==> config.mk <==
export PLATFORM = sky130hd
export DESIGN_NAME = ctl_duck_multi
export DESIGN_NICKNAME = d
export VERILOG_FILES = /design/src/rtl/ctl_duck_pkg.sv /design/src/rtl/duck_mover.sv /design/src/rtl/ctl_duck_multi.sv
export SDC_FILE = /design/constraint.sdc
export NUM_CORES = 1
export LEC_CHECK = 0
export BUFFER_PORTS_ARGS = -buffer_cell sky130_fd_sc_hd__buf_2
export CAP_MARGIN = 0
export CORE_MARGIN = 4
export CORE_UTILIZATION = 40
export DETAILED_ROUTE_END_ITERATION = 16
export PLACE_DENSITY = 0.56
export SLEW_MARGIN = 20
export SYNTH_ARGS = -nofsm -noshare
export SYNTH_HDL_FRONTEND = slang
export SYNTH_HIERARCHICAL = 1
export SYNTH_SLANG_ARGS = --single-unit
==> constraint.sdc <==
create_clock -name clk -period 4.26 [get_ports clk]
set_input_delay 0.852 -clock clk [delete_from_list [all_inputs] [get_ports clk]]
set_output_delay 0.852 -clock clk [all_outputs]
set_load 0.005 [all_outputs]
==> src/rtl/ctl_duck_pkg.sv <==
// Shared definitions for the multi-channel duck flight controller:
// channel state encoding and default screen geometry / timing values.
package ctl_duck_pkg;

  typedef enum logic [2:0] {
    ST_IDLE      = 3'd0,
    ST_FLYING    = 3'd1,
    ST_HIT_PAUSE = 3'd2,
    ST_FALLING   = 3'd3,
    ST_ESCAPE    = 3'd4,
    ST_DONE      = 3'd5
  } duck_state_e;

  localparam int X_MAX_DEF      = 960;
  localparam int Y_GROUND_DEF   = 600;
  localparam int Y_TOP_DEF      = 0;
  localparam int DEF_V_SPD_DEF  = 15;
  localparam int FLY_FRAMES_DEF = 600;
  localparam int HIT_FRAMES_DEF = 30;
  localparam int FALL_SPD_DEF   = 8;
  localparam int ESC_SPD_DEF    = 8;

endpackage

==> src/rtl/duck_mover.sv <==
// One duck channel: flight FSM, bouncing position datapath and frame timer.
//
// state      | meaning
// -----------+------------------------------------------------------------
// IDLE       | waiting for launch; position holds its last value
// FLYING     | bouncing inside the screen bounds, flight timer running
// HIT_PAUSE  | shot; position frozen for HIT_FRAMES frames
// FALLING    | dropping at FALL_SPD until the ground
// ESCAPE     | flight timed out; rising at ESC_SPD until the top
// DONE       | single cycle; completion pulse and result
//
// The frame timer is a down-counter loaded on entry to FLYING/HIT_PAUSE;
// the frame that sees it at 1 is the last frame of that phase.
module duck_mover
  import ctl_duck_pkg::*;
#(
  parameter int POS_W      = 11,
  parameter int SPD_W      = 5,
  parameter int CNT_W      = 10,
  parameter int X_MAX      = X_MAX_DEF,
  parameter int Y_GROUND   = Y_GROUND_DEF,
  parameter int Y_TOP      = Y_TOP_DEF,
  parameter int DEF_V_SPD  = DEF_V_SPD_DEF,
  parameter int FLY_FRAMES = FLY_FRAMES_DEF,
  parameter int HIT_FRAMES = HIT_FRAMES_DEF,
  parameter int FALL_SPD   = FALL_SPD_DEF,
  parameter int ESC_SPD    = ESC_SPD_DEF
) (
  input  logic             clk,
  input  logic             rst,
  input  logic             new_frame,
  input  logic             launch,
  input  logic             launch_dir,
  input  logic [POS_W-1:0] start_x,
  input  logic [SPD_W-1:0] h_spd,
  input  logic [SPD_W-1:0] v_spd,
  input  logic             hit_in,
  output logic [POS_W-1:0] x,
  output logic [POS_W-1:0] y,
  output logic             show,
  output logic             hit,
  output logic             done,
  output logic             result,
  output logic             busy_nxt
);

  localparam logic [POS_W:0]   XMAX_E  = X_MAX[POS_W:0];
  localparam logic [POS_W:0]   YGND_E  = Y_GROUND[POS_W:0];
  localparam logic [POS_W:0]   YTOP_E  = Y_TOP[POS_W:0];
  localparam logic [POS_W:0]   FALL_E  = FALL_SPD[POS_W:0];
  localparam logic [POS_W:0]   ESC_E   = ESC_SPD[POS_W:0];
  localparam logic [SPD_W-1:0] DEFV    = DEF_V_SPD[SPD_W-1:0];
  localparam logic [CNT_W-1:0] FLY_LD  = FLY_FRAMES[CNT_W-1:0];
  localparam logic [CNT_W-1:0] HIT_LD  = HIT_FRAMES[CNT_W-1:0];
  localparam logic [CNT_W-1:0] CNT_ONE = {{(CNT_W-1){1'b0}}, 1'b1};

  duck_state_e      state_q, state_d;
  logic [POS_W-1:0] x_d, y_d;
  logic             right_q, right_d;
  logic             up_q, up_d;
  logic [SPD_W-1:0] h_q, h_d, v_q, v_d;
  logic [CNT_W-1:0] cnt_q, cnt_d;

  logic [POS_W-1:0] h_w, v_w;
  logic [POS_W:0]   x_inc, y_inc, y_fall;
  logic [POS_W-1:0] x_dec, y_dec, y_esc;

  assign h_w    = {{(POS_W-SPD_W){1'b0}}, h_q};
  assign v_w    = {{(POS_W-SPD_W){1'b0}}, v_q};
  assign x_inc  = {1'b0, x} + {1'b0, h_w};
  assign y_inc  = {1'b0, y} + {1'b0, v_w};
  assign y_fall = {1'b0, y} + FALL_E;
  assign x_dec  = x - h_w;
  assign y_dec  = y - v_w;
  assign y_esc  = y - ESC_E[POS_W-1:0];

  assign busy_nxt = (state_d != ST_IDLE);

  // Next-state, position and timer update for this channel.
  always_comb begin
    state_d = state_q;
    x_d     = x;
    y_d     = y;
    right_d = right_q;
    up_d    = up_q;
    h_d     = h_q;
    v_d     = v_q;
    cnt_d   = cnt_q;
    case (state_q)
      ST_IDLE: begin
        if (launch) begin
          state_d = ST_FLYING;
          x_d     = ({1'b0, start_x} >= XMAX_E) ? XMAX_E[POS_W-1:0] : start_x;
          y_d     = YGND_E[POS_W-1:0];
          right_d = launch_dir;
          up_d    = 1'b1;
          h_d     = h_spd;
          v_d     = (v_spd == '0) ? DEFV : v_spd;
          cnt_d   = FLY_LD;
        end
      end
      ST_FLYING: begin
        // A hit outranks both movement and the timeout on the same cycle.
        if (hit_in) begin
          state_d = ST_HIT_PAUSE;
          cnt_d   = HIT_LD;
        end else if (new_frame) begin
          if (right_q) begin
            if (x_inc >= XMAX_E) begin
              x_d     = XMAX_E[POS_W-1:0];
              right_d = 1'b0;
            end else begin
              x_d = x_inc[POS_W-1:0];
            end
          end else begin
            if ({1'b0, x} <= {1'b0, h_w}) begin
              x_d     = '0;
              right_d = 1'b1;
            end else begin
              x_d = x_dec;
            end
          end
          if (up_q) begin
            if ({1'b0, y} <= YTOP_E + {1'b0, v_w}) begin
              y_d  = YTOP_E[POS_W-1:0];
              up_d = 1'b0;
            end else begin
              y_d = y_dec;
            end
          end else begin
            if (y_inc >= YGND_E) begin
              y_d  = YGND_E[POS_W-1:0];
              up_d = 1'b1;
            end else begin
              y_d = y_inc[POS_W-1:0];
            end
          end
          cnt_d = cnt_q - CNT_ONE;
          if (cnt_q == CNT_ONE) state_d = ST_ESCAPE;
        end
      end
      ST_HIT_PAUSE: begin
        if (new_frame) begin
          cnt_d = cnt_q - CNT_ONE;
          if (cnt_q == CNT_ONE) state_d = ST_FALLING;
        end
      end
      ST_FALLING: begin
        if (new_frame) begin
          if (y_fall >= YGND_E) begin
            y_d     = YGND_E[POS_W-1:0];
            state_d = ST_DONE;
          end else begin
            y_d = y_fall[POS_W-1:0];
          end
        end
      end
      ST_ESCAPE: begin
        if (new_frame) begin
          if ({1'b0, y} <= YTOP_E + ESC_E) begin
            y_d     = YTOP_E[POS_W-1:0];
            state_d = ST_DONE;
          end else begin
            y_d = y_esc;
          end
        end
      end
      ST_DONE: state_d = ST_IDLE;
      default: state_d = ST_IDLE;
    endcase
  end

  // Channel state, position and latched launch parameters.
  always_ff @(posedge clk or negedge rst) begin
    if (!rst) begin
      state_q <= ST_IDLE;
      x       <= '0;
      y       <= '0;
      right_q <= 1'b0;
      up_q    <= 1'b0;
      h_q     <= '0;
      v_q     <= '0;
      cnt_q   <= '0;
    end else begin
      state_q <= state_d;
      x       <= x_d;
      y       <= y_d;
      right_q <= right_d;
      up_q    <= up_d;
      h_q     <= h_d;
      v_q     <= v_d;
      cnt_q   <= cnt_d;
    end
  end

  // Sprite flags decoded from the next state so they line up with position.
  always_ff @(posedge clk or negedge rst) begin
    if (!rst) begin
      show   <= 1'b0;
      hit    <= 1'b0;
      done   <= 1'b0;
      result <= 1'b0;
    end else begin
      show   <= (state_d == ST_FLYING) || (state_d == ST_HIT_PAUSE) ||
                (state_d == ST_FALLING) || (state_d == ST_ESCAPE);
      hit    <= (state_d == ST_HIT_PAUSE) || (state_d == ST_FALLING);
      done   <= (state_d == ST_DONE);
      result <= (state_d == ST_DONE) && (state_q == ST_FALLING);
    end
  end

endmodule

==> src/rtl/ctl_duck_multi.sv <==
// Multi-channel duck position controller: N_DUCKS independent duck_mover
// channels plus a registered count of busy channels.
module ctl_duck_multi
  import ctl_duck_pkg::*;
#(
  parameter int N_DUCKS    = 2,
  parameter int POS_W      = 11,
  parameter int SPD_W      = 5,
  parameter int X_MAX      = X_MAX_DEF,
  parameter int Y_GROUND   = Y_GROUND_DEF,
  parameter int Y_TOP      = Y_TOP_DEF,
  parameter int DEF_V_SPD  = DEF_V_SPD_DEF,
  parameter int FLY_FRAMES = FLY_FRAMES_DEF,
  parameter int HIT_FRAMES = HIT_FRAMES_DEF,
  parameter int FALL_SPD   = FALL_SPD_DEF,
  parameter int ESC_SPD    = ESC_SPD_DEF,
  parameter int CNT_W      = 10
) (
  input  logic                           clk,
  input  logic                           rst,
  input  logic                           new_frame,
  input  logic [N_DUCKS-1:0]             launch,
  input  logic [N_DUCKS-1:0]             launch_dir,
  input  logic [N_DUCKS*POS_W-1:0]       start_x,
  input  logic [N_DUCKS*SPD_W-1:0]       h_spd,
  input  logic [N_DUCKS*SPD_W-1:0]       v_spd,
  input  logic [N_DUCKS-1:0]             hit_in,
  output logic [N_DUCKS*POS_W-1:0]       duck_x,
  output logic [N_DUCKS*POS_W-1:0]       duck_y,
  output logic [N_DUCKS-1:0]             duck_show,
  output logic [N_DUCKS-1:0]             duck_hit,
  output logic [N_DUCKS-1:0]             duck_done,
  output logic [N_DUCKS-1:0]             duck_result,
  output logic [$clog2(N_DUCKS+1)-1:0]   active_cnt
);

  localparam int ACW = $clog2(N_DUCKS + 1);

  logic [N_DUCKS-1:0] busy_nxt;
  logic [ACW-1:0]     active_d;

  for (genvar g = 0; g < N_DUCKS; g++) begin : g_ch
    duck_mover #(
      .POS_W     (POS_W),
      .SPD_W     (SPD_W),
      .CNT_W     (CNT_W),
      .X_MAX     (X_MAX),
      .Y_GROUND  (Y_GROUND),
      .Y_TOP     (Y_TOP),
      .DEF_V_SPD (DEF_V_SPD),
      .FLY_FRAMES(FLY_FRAMES),
      .HIT_FRAMES(HIT_FRAMES),
      .FALL_SPD  (FALL_SPD),
      .ESC_SPD   (ESC_SPD)
    ) u_mover (
      .clk       (clk),
      .rst       (rst),
      .new_frame (new_frame),
      .launch    (launch[g]),
      .launch_dir(launch_dir[g]),
      .start_x   (start_x[g*POS_W +: POS_W]),
      .h_spd     (h_spd[g*SPD_W +: SPD_W]),
      .v_spd     (v_spd[g*SPD_W +: SPD_W]),
      .hit_in    (hit_in[g]),
      .x         (duck_x[g*POS_W +: POS_W]),
      .y         (duck_y[g*POS_W +: POS_W]),
      .show      (duck_show[g]),
      .hit       (duck_hit[g]),
      .done      (duck_done[g]),
      .result    (duck_result[g]),
      .busy_nxt  (busy_nxt[g])
    );
  end

  // Popcount of channels that will be out of IDLE after this edge.
  always_comb begin
    active_d = '0;
    for (int i = 0; i < N_DUCKS; i++) begin
      active_d = active_d + ACW'(busy_nxt[i]);
    end
  end

  // Register the count so it lines up with the channel outputs.
  always_ff @(posedge clk or negedge rst) begin
    if (!rst) active_cnt <= '0;
    else      active_cnt <= active_d;
  end

endmodule

# After elaboration in Yosys (flattened, before gate mapping)
# Index checks and enable logic that the tools add are counted.
op_classes:
  n_eq_ne: 30
  order_cmp: 14
  n_reduce_logical: 30
  mux: 98
  add_sub_neg: 15
op_table:
  columns: ["cell", "n"]
  rows:
  - ["2-to-1 mux 11 bit", 34]
  - ["one-hot mux 11 bit (4 select lines)", 2]
  - ["greater-or-equal comparator 12 x 10 -> 1 bit, second input constant", 6]
  - ["2-to-1 mux 10 bit", 6]
  - ["2-to-1 mux 3 bit", 20]
  - ["one-hot mux 10 bit (3 select lines)", 2]
  - ["adder 11 x 5 -> 12 bit", 4]
  - ["less-or-equal comparator 11 x 5 -> 1 bit", 4]
  - ["one-hot mux 11 bit (2 select lines)", 2]
  - ["subtractor 11 x 5 -> 11 bit", 4]
  - ["one-hot mux 3 bit (5 select lines)", 2]
  - ["adder 11 x 4 -> 12 bit, second input constant", 2]
  - ["== test 3 x 2 -> 1 bit, second input constant", 8]
  - ["2-to-1 mux 1 bit", 24]
  - ["greater-or-equal comparator 11 x 10 -> 1 bit, second input constant", 2]
  - ["less-or-equal comparator 11 x 4 -> 1 bit, second input constant", 2]
  - ["subtractor 11 x 4 -> 11 bit, second input constant", 2]
  - ["== test 10 x 1 -> 1 bit, second input constant", 2]
  - ["inequality test 2 bit, second input constant", 10]
  - ["subtractor 10 x 1 -> 10 bit, second input constant", 2]
  - ["== test 3 bit, second input constant", 6]
  - ["== test 3 x 1 -> 1 bit, second input constant", 4]
  - ["AND reduction 6 bit", 2]
  - ["nonzero test 3 bit", 4]
  - ["11 further kinds", 31]
word_totals:
  elab_cells: 212
  register_bits: 104
  output_inout_bits: 54

# Depth between registers and ports, before layout
# Gate-level depths: netlist of the first run.
depth:
  word_depth: 9
  mapped_depth: 12
  mapped_depth_nobuf: 12

# Hierarchy
# The synthesis of the first run kept the hierarchy.
by_module_without_submodules:
  columns: ["module", "seq_area_each_um2", "instances", "cells_per_inst", "area_per_inst_um2"]
  rows:
  - ["duck_mover at g_ch[0].u_mover", 1276.2, 1, 614, 4947.2]
  - ["duck_mover at g_ch[1].u_mover", 1276.2, 1, 608, 4773.3]
  - ["ctl_duck_multi", 50.0, 1, 3, 62.6]

# Least setup slack after synthesis of the first run
# No wires, ideal clock.
synth_timing:
  kind: "register to register"
  start: "register g_ch[1].u_mover.y[2]"
  end: "register g_ch[1].u_mover.y[6]"
  arrival_ps: 2715
  period_less_slack_ps: 2843
  stages_incl_launch_ff: 11
  slack_ps: 1417
  setup_time_ps: 128
  n_path_buf: 1
  required_ps: 4132
  cell_sequence: "dfrtp_1 ha_1 buf_6 or3b_4 a31o_4 a21oi_2 and3_2 mux2i_1 o211ai_2 a221oi_1 o21ai_1"
synth_between:
  elab_chain_len: 7
  word_cells_on_any_way: 18
synth_lines:
  columns: ["item", "line_no", "source"]
  rows:
  - ["from (decl)", "duck_mover.sv:39", "output logic [POS_W-1:0] y,"]
  - ["from (signal assigned)", "duck_mover.sv:187", "y <= y_d;"]
  - ["adder 11 x 5 -> 12 bit", "duck_mover.sv:71", "assign y_inc = {1'b0, y} + {1'b0, v_w};"]
  - ["greater-or-equal comparator 12 x 10 -> 1 bit", "duck_mover.sv:131", "if (y_inc >= YGND_E) begin"]
  - ["2-to-1 mux 11 bit", "duck_mover.sv:131", null]
  - ["2-to-1 mux 11 bit", "duck_mover.sv:123", "if (up_q) begin"]
  - ["2-to-1 mux 11 bit", "duck_mover.sv:107", "end else if (new_frame) begin"]
  - ["2-to-1 mux 11 bit", "duck_mover.sv:104", "if (hit_in) begin"]
  - ["one-hot mux 11 bit (4 select lines) (*)", "duck_mover.sv:89", "case (state_q)"]
# Every way passes the cells marked *; elsewhere a longest branch is shown, timed or not. The select of a mux whose other input is x is not followed.
# A chain may end at the register's enable or synchronous reset.

# Final worst setup path of the first run
layout_timing:
  start: "register g_ch[0].u_mover.y[4]"
  end: "register g_ch[0].u_mover.y[5]"
layout_between:
  elab_chain_len: 7
  word_cells_on_any_way: 18
layout_lines:
  columns: ["item", "line_no"]
  rows:
  - ["from (decl)", "duck_mover.sv:39"]
  - ["from (signal assigned)", "duck_mover.sv:187"]
  - ["adder 11 x 5 -> 12 bit", "duck_mover.sv:71"]
  - ["greater-or-equal comparator 12 x 10 -> 1 bit", "duck_mover.sv:131"]
  - ["2-to-1 mux 11 bit", "duck_mover.sv:131"]
  - ["2-to-1 mux 11 bit", "duck_mover.sv:123"]
  - ["2-to-1 mux 11 bit", "duck_mover.sv:107"]
  - ["2-to-1 mux 11 bit", "duck_mover.sv:104"]
  - ["one-hot mux 11 bit (4 select lines) (*)", "duck_mover.sv:89"]
# Marks and branches as above.

==> results of run 1 <==
-- state kept, by name, summed over array words and instances, names as in the netlist --
signal	cells
active_cnt	2
g_ch.u_mover/cnt_q	20
g_ch.u_mover/done	2
g_ch.u_mover/h_q	10
g_ch.u_mover/hit	2
g_ch.u_mover/result	2
g_ch.u_mover/right_q	2
g_ch.u_mover/show	2
g_ch.u_mover/state_q	6
g_ch.u_mover/up_q	2
g_ch.u_mover/v_q	10
g_ch.u_mover/x	22
g_ch.u_mover/y	22
-- synth_stat cells (19+ instances only) --
cell type / number / area [um2]
buf_2: 19 / 95.1
ha_1: 51 / 638
nand3_1: 35 / 175
o21ai_0: 86 / 430
nand2_1: 91 / 342
inv_1: 81 / 304
nor2b_1: 24 / 150
nor3_1: 40 / 200
a31oi_1: 21 / 131
dfrtp_1: 104 / 2600
nand2b_1: 20 / 125
a21oi_1: 79 / 395
clkbuf_1: 48 / 180
nor2_1: 104 / 390
-- cell type report --
class                      instances  area, um2
timing repair buffer             116        626
fill                            2409      12900
clock buffer                      12        256
multi-input combinational        964       6540
inverter                          83        312
sequential                       104       2600
tap                              319        399
clock inverter                     4       76.3
-- final timing paths --
kind                                           from                        to  slack (ps)  cells past startpoint
setup / recovery               g_ch[0].u_mover/y[4]      g_ch[0].u_mover/y[5]        1060                      8
hold / removal             g_ch[0].u_mover/cnt_q[8]  g_ch[0].u_mover/cnt_q[8]         490                      1
setup reg to reg               g_ch[0].u_mover/y[4]      g_ch[0].u_mover/y[5]        1060                      8
hold reg to reg            g_ch[0].u_mover/cnt_q[8]  g_ch[0].u_mover/cnt_q[8]         490                      1
max in group asynchronous                       rst      g_ch[1].u_mover/x[3]        3000                      2
min in group asynchronous                       rst    g_ch[0].u_mover/h_q[4]         500                      1
-- power groups by stage --
stage,Sequential (mW),Clock (mW),Combinational [mW]
after global routing,2.19,1.02,6.58
after CTS,2.09,0.981,5.86
after detailed placement,2.11,0,5.83
after floorplan,1.69,0,4.72
final,2.10,0.951,5.88
after global placement,2.11,0,5.80
-- per-stage QoR --
stage | cell area [um2] | hold WS [ps] | instances
6_report | 10800 | 493 | 1602
5_1_grt | 10800 | 541 | 1602
3_3_place_gp | 10500 | 478 | 1586
3_5_place_dp | 10500 | 482 | 1586
2_1_floorplan | 9780 | 452 | 1225
4_1_cts | 10800 | 498 | 1602
-- routing by layer --
metal	wire length [um]	part of all wire [%]
met5	13	0.043
met4	578	1.9
met3	1910	6.4
met2	14200	47
met1	13200	44
-- cell families (layout without fill, tap and decap cells) --
logic type               Yosys count  count (layout)  share of synthesized area (%)
multiplexers                      15              15                           1.62
AND/OR/NAND/NOR                  420             420                           22.2
buffers and inverters            157             215                           6.65
AO/OA/AOI/OAI                    443             443                           32.4
flip-flops                       104             104                           26.6
adder cells (fa/ha/maj)           59              59                           8.16
XOR/XNOR                          27              27                           2.42
-- layout by cell type (no fill, tap or decap), drive strengths merged, types with 24 or more instances in the layout --
cell / n
o21ai: 103
buf: 116
a21oi: 82
ha: 51
nor2b: 24
nor3: 41
dfrtp: 104
nand2: 91
nand3: 36
nor2: 106
inv: 83
==> impl_results.md, run 1 <==
- Routed Wire Length: 29,900 um
- Number of remaining DRC errors: 0
- Synth async-reset ratio: 100%
- DR pass1 iterations: 5
- PostCTS Resize Cnt: 0
- Setup Skew: about 11 ps
- Clock buffer depth: 2
- Max Slew Vio Count: 0
- Num CTS Buffers: 9
- Actual transition at the worst max-transition pin: around 990 ps
- Tot Pwr: 8.93 mW
- Max_cap viols: 0
- Mapped Nets: ~1,300
- LEAKAGE: between 4 and 5 nW
- Top Ports: 105
- Crit. End Element: register
- Setup_tns: 0 ps
- GRT met1 Usage: a little under a third
- Port bufs: about 100
- Max Freq: ~310 MHz
- Vias in the first global route: a little over 9,000
- Final hold violation count: 0
- HP Class: reg2reg
- Total GRT Usage: roughly 22%
- Yosys reg bits: 104
- Via Count: approximately 9,800
- CP Class: reg2reg
- Yosys warns: 6
- Status: finished clean
- Met2 Usage GRT: about 37%
- CTS tree: yes
- Fraction of layout cells with a size suffix above 1: 14.3%
- Minimum clock period: approximately 3200 ps
- Avg WL per Cell: ~19 um
- Worst path top cell family by delay: compound AO/OA/AOI/OAI gates
- Synth unique cells: approximately 110
- Die area: 27,000 um2
- Nets: about 1,400
- Power Dens Cells: ~830 nW/um2
- Sequential-to-total area share from yosys stat: between 20% and 30%
- Avg Cell Area, Syn: 7.99 um2
- Antenna cells: 0
- Clk pwr share: 10.6%
- Post-route clock period utilization: between 70% and 80%
- Startpoint Class: register
- Max-slew headroom: 33.5%
- Synthesized area: a little under 10,000 um2
- H-tree depth: 3
- Sequential power share: 23.5%
- Critical Path RT: between 4000 and 5000 ps
- Clk_lat worst skew: between 300 and 400 ps
- Top fanout value on the critical path: 12
- Setup WS post-layout: roughly 1100 ps
- RSZ-0062 raised after global routing: false
- Starting Density: around two fifths
- Met3 global-route usage: under 10%
- Top FF cell, synth: dfrtp_1
- Post-CTS Setup Bufs: 0
- Switch share: a little over half
- Logic pwr share: 65.8%
- Final setup violation count: 0
- Core area: between 20,000 and 25,000 um2
- Final Util: 45.5%
- First-iteration detailed-routing DRC count: 798
- Max VDD drop: 353 uV
- GP Congestion: around 0.91
- CTS root buffer: clkbuf_16
- Crit-path cells: ha_1, nor2b_1, o2bb2ai_1, a221o_1, a41oi_2, a31oi_1, or2_1, o41ai_2
- Net switching power figure: ~4.7 mW
- GR peak layer: met2
- Clock Sinks: ~100
- Hold_buf cts: 0
- Global route overflow: 0
- Clk slew on worst S/H paths: 80 ps
- First-pass GRT wire length: between 40,000 and 50,000 um
- Worst path max stage delay: between 500 and 600 ps
- Die width: ~160 um
- Die Ht: 164 um
- CP max stage cell: ha_1
- P_int: approximately 4.3 mW
- Setup WS pre-CTS: ~1100 ps
- DP Wirelength: 22,000 um
- Mean number of vias per cell: approximately 6.1
- Initial antenna violation count: 1
- CP bufs+invs: 0
- Core Rows: between 50 and 60
- Crit path DAT: around 3500 ps
- Number of enable flip-flop cells after synthesis: 0
- Layout area overhead: 10.5%
- ANT nets after route: 0
- Mapped Cells: roughly 1,200
- Pin count of the biggest net entering global routing: 58
No activity file was read; power rests on OpenSTA's default activity.
==> run 2: changes to the inputs <==
Clock period 4.26 ns to 3.3 ns, I/O delays scaled along.
==> impl_results.md, run 2 (synthesis results as in run 1) <==
- Status: finished clean
- Top fanout value on the critical path: 5 (-7)
- Nets: 1,421 (+2.4%)
- Core area: 23,800 um2 (unchanged)
- Top Registers: g_ch.u_mover/x (22), g_ch.u_mover/y (22), g_ch.u_mover/cnt_q (20)
- Startpoint Class: register
- DR pass1 iterations: 7 (+2)
- Routed Wire Length: 29,800 um (-0.28%)
- Crit-path cells: ha_1, inv_1, fa_1, o21ba_1, o211ai_1, o41ai_1, or4_4, a311oi_2, o32ai_1, a22o_1
- Top routing layer in use: met5
- Final hold violation count: 0 (unchanged)
- Max_cap viols: 0 (unchanged)
- Num CTS Buffers: 9 (unchanged)
- First-pass GRT wire length: 48,700 um (-0.30%)
- Core Rows: 56 (unchanged)
- LEAKAGE: 4.59 nW (+3.6%)
- Die Ht: 164 um (unchanged)
- Critical Path RT: 3540 ps (-980 ps)
- Most frequent cells in the layout: 104 x dfrtp_1, 104 x nor2_1, 103 x buf_2
- CP bufs+invs: 1 (+1)
- Initial antenna violation count: 1 (unchanged)
- Clock Sinks: 104 (unchanged)
- Clock buffer depth: 2 (unchanged)
- R2r setup slk: 300 ps (-760 ps)
- CTS tree: yes
- Hold_buf cts: 0 (unchanged)
- Starting Density: 41.2% (unchanged)
- Total GRT Usage: 22.0% (about the same)
- Post-CTS Setup Bufs: 0 (unchanged)
- Worst path max stage delay: 500 ps (-30 ps)
- HP Class: in2async
- Worst path top cell family by delay: compound AO/OA/AOI/OAI gates
- Die area: 27,000 um2 (unchanged)
- CP max stage cell: or4_4
- Clk slew on worst S/H paths: 80 ps (about the same)
- Actual transition at the worst max-transition pin: 762 ps (-228 ps)
- Max Slew Vio Count: 0 (unchanged)
- Die width: 164 um (unchanged)
- DR WL met2: 14,000 um (-1.2%)
- Vias in the first global route: 9,281 (-0.13%)
- Max VDD drop: 415 uV (+18%)
- Setup WS post-layout: 303 ps (-761 ps)
- Post-route clock period utilization: 90.8% (+16 points)
- Final setup violation count: 0 (unchanged)
- Final Util: 46.4% (+0.92 points)
- DP Wirelength: 22,400 um (+1.8%)
- Max-slew headroom: 49.1% (+16 points)
- ANT nets after route: 0 (unchanged)
- RSZ-0062 raised after global routing: false
- Crit. End Element: register
- Mean number of vias per cell: 5.93 (-2.7%)
- Crit path DAT: 3230 ps (-220 ps)
- Via Count: 9,695 (-0.67%)
- Top Ports: 105 (unchanged)
- CTS root buffer: clkbuf_16
- Setup Skew: 11.5 ps (+0.0490 ps)
- Minimum clock period: 3000 ps (-199 ps)
- Fraction of layout cells with a size suffix above 1: 16.8% (+2.5 points)
- Met3 routed WL: 1760 um (-7.9%)
- CP Class: reg2reg
- Routed met1 length: 13,600 um (+2.9%)
- Pin count of the biggest net entering global routing: 67 (+16%)
- GP Congestion: 0.885 (-3.2%)
- Setup_tns: 0 ps (unchanged)
- Power Dens Cells: 1060 nW/um2 (+28%)
- H-tree depth: 3 (unchanged)
- Layout area overhead: 12.7%
- Port bufs: 104 (unchanged)
- Antenna cells: 0 (unchanged)
- First-iteration detailed-routing DRC count: 837 (+4.9%)
- Number of remaining DRC errors: 0 (unchanged)
- PostCTS Resize Cnt: 0 (unchanged)
- Global route overflow: 0 (unchanged)
- Setup WS pre-CTS: 246 ps (-840 ps)
- Avg WL per Cell: 18.3 um (-2.3%)
- Clk_lat worst skew: 350 ps (about the same)
- Max Freq: 334 MHz (+6.6%)
-- run 2: final cells by class --
cell class	count	area (um2)
Clock buffer	9	225
Clock inverter	7	70.1
Fill cell	2372	12700
Inverter	83	312
Multi-Input combinational cell	964	6540
Sequential cell	104	2600
Tap cell	319	399
Timing Repair Buffer	149	873
-- run 2: where the power goes --
| group | internal (mW) | switching [mW] |
|---|---|---|
| Combinational | 3.23 | 4.80 |
| Sequential | 1.78 | 0.733 |
| Clock | 0.590 | 0.530 |
| Total | 5.60 | 6.06 |
-- run 2: worst paths after layout --
path | cells past startpoint | start | endpoint
setup reg to reg | 10 | g_ch[0].u_mover/y[0] | g_ch[0].u_mover/y[2]
hold reg to reg | 1 | g_ch[1].u_mover/cnt_q[8] | g_ch[1].u_mover/cnt_q[8]
setup / recovery | 10 | g_ch[0].u_mover/y[0] | g_ch[0].u_mover/y[2]
min in group clk | 1 | g_ch[1].u_mover/cnt_q[8] | g_ch[1].u_mover/cnt_q[8]
max in group asynchronous | 2 | rst | g_ch[0].u_mover/y[2]
hold / removal | 1 | rst | g_ch[0].u_mover/x[5]
-- run 2: routing by layer --
layer	vias to the layer above	GRT usage (%)
met5	-	0
met4	2	4.73
met3	39	2.99
met2	349	36.5
met1	4570	30.7
li1	4735	-
-- run 2: metrics by stage --
| step | instance area [um2] | instances | hold WS, ps | total power, mW |
|---|---|---|---|---|
| finish | 11000 | 1635 | 278 | 11.7 |
| global placement | 10700 | 1619 | 481 | 10.5 |
| global route | 11000 | 1635 | 322 | 12.8 |
| floorplan | 9780 | 1225 | 364 | 8.28 |
| detailed placement | 10700 | 1619 | 483 | 10.5 |
| CTS | 11000 | 1635 | 301 | 11.6 |
-- run 2: worst register-to-register path, stage by stage (launching register included) --
cell,delay [ps]
dfrtp_1,460
ha_1,210
inv_1,50
fa_1,440
o21ba_1,230
o211ai_1,160
o41ai_1,110
or4_4,500
a311oi_2,360
o32ai_1,160
a22o_1,210
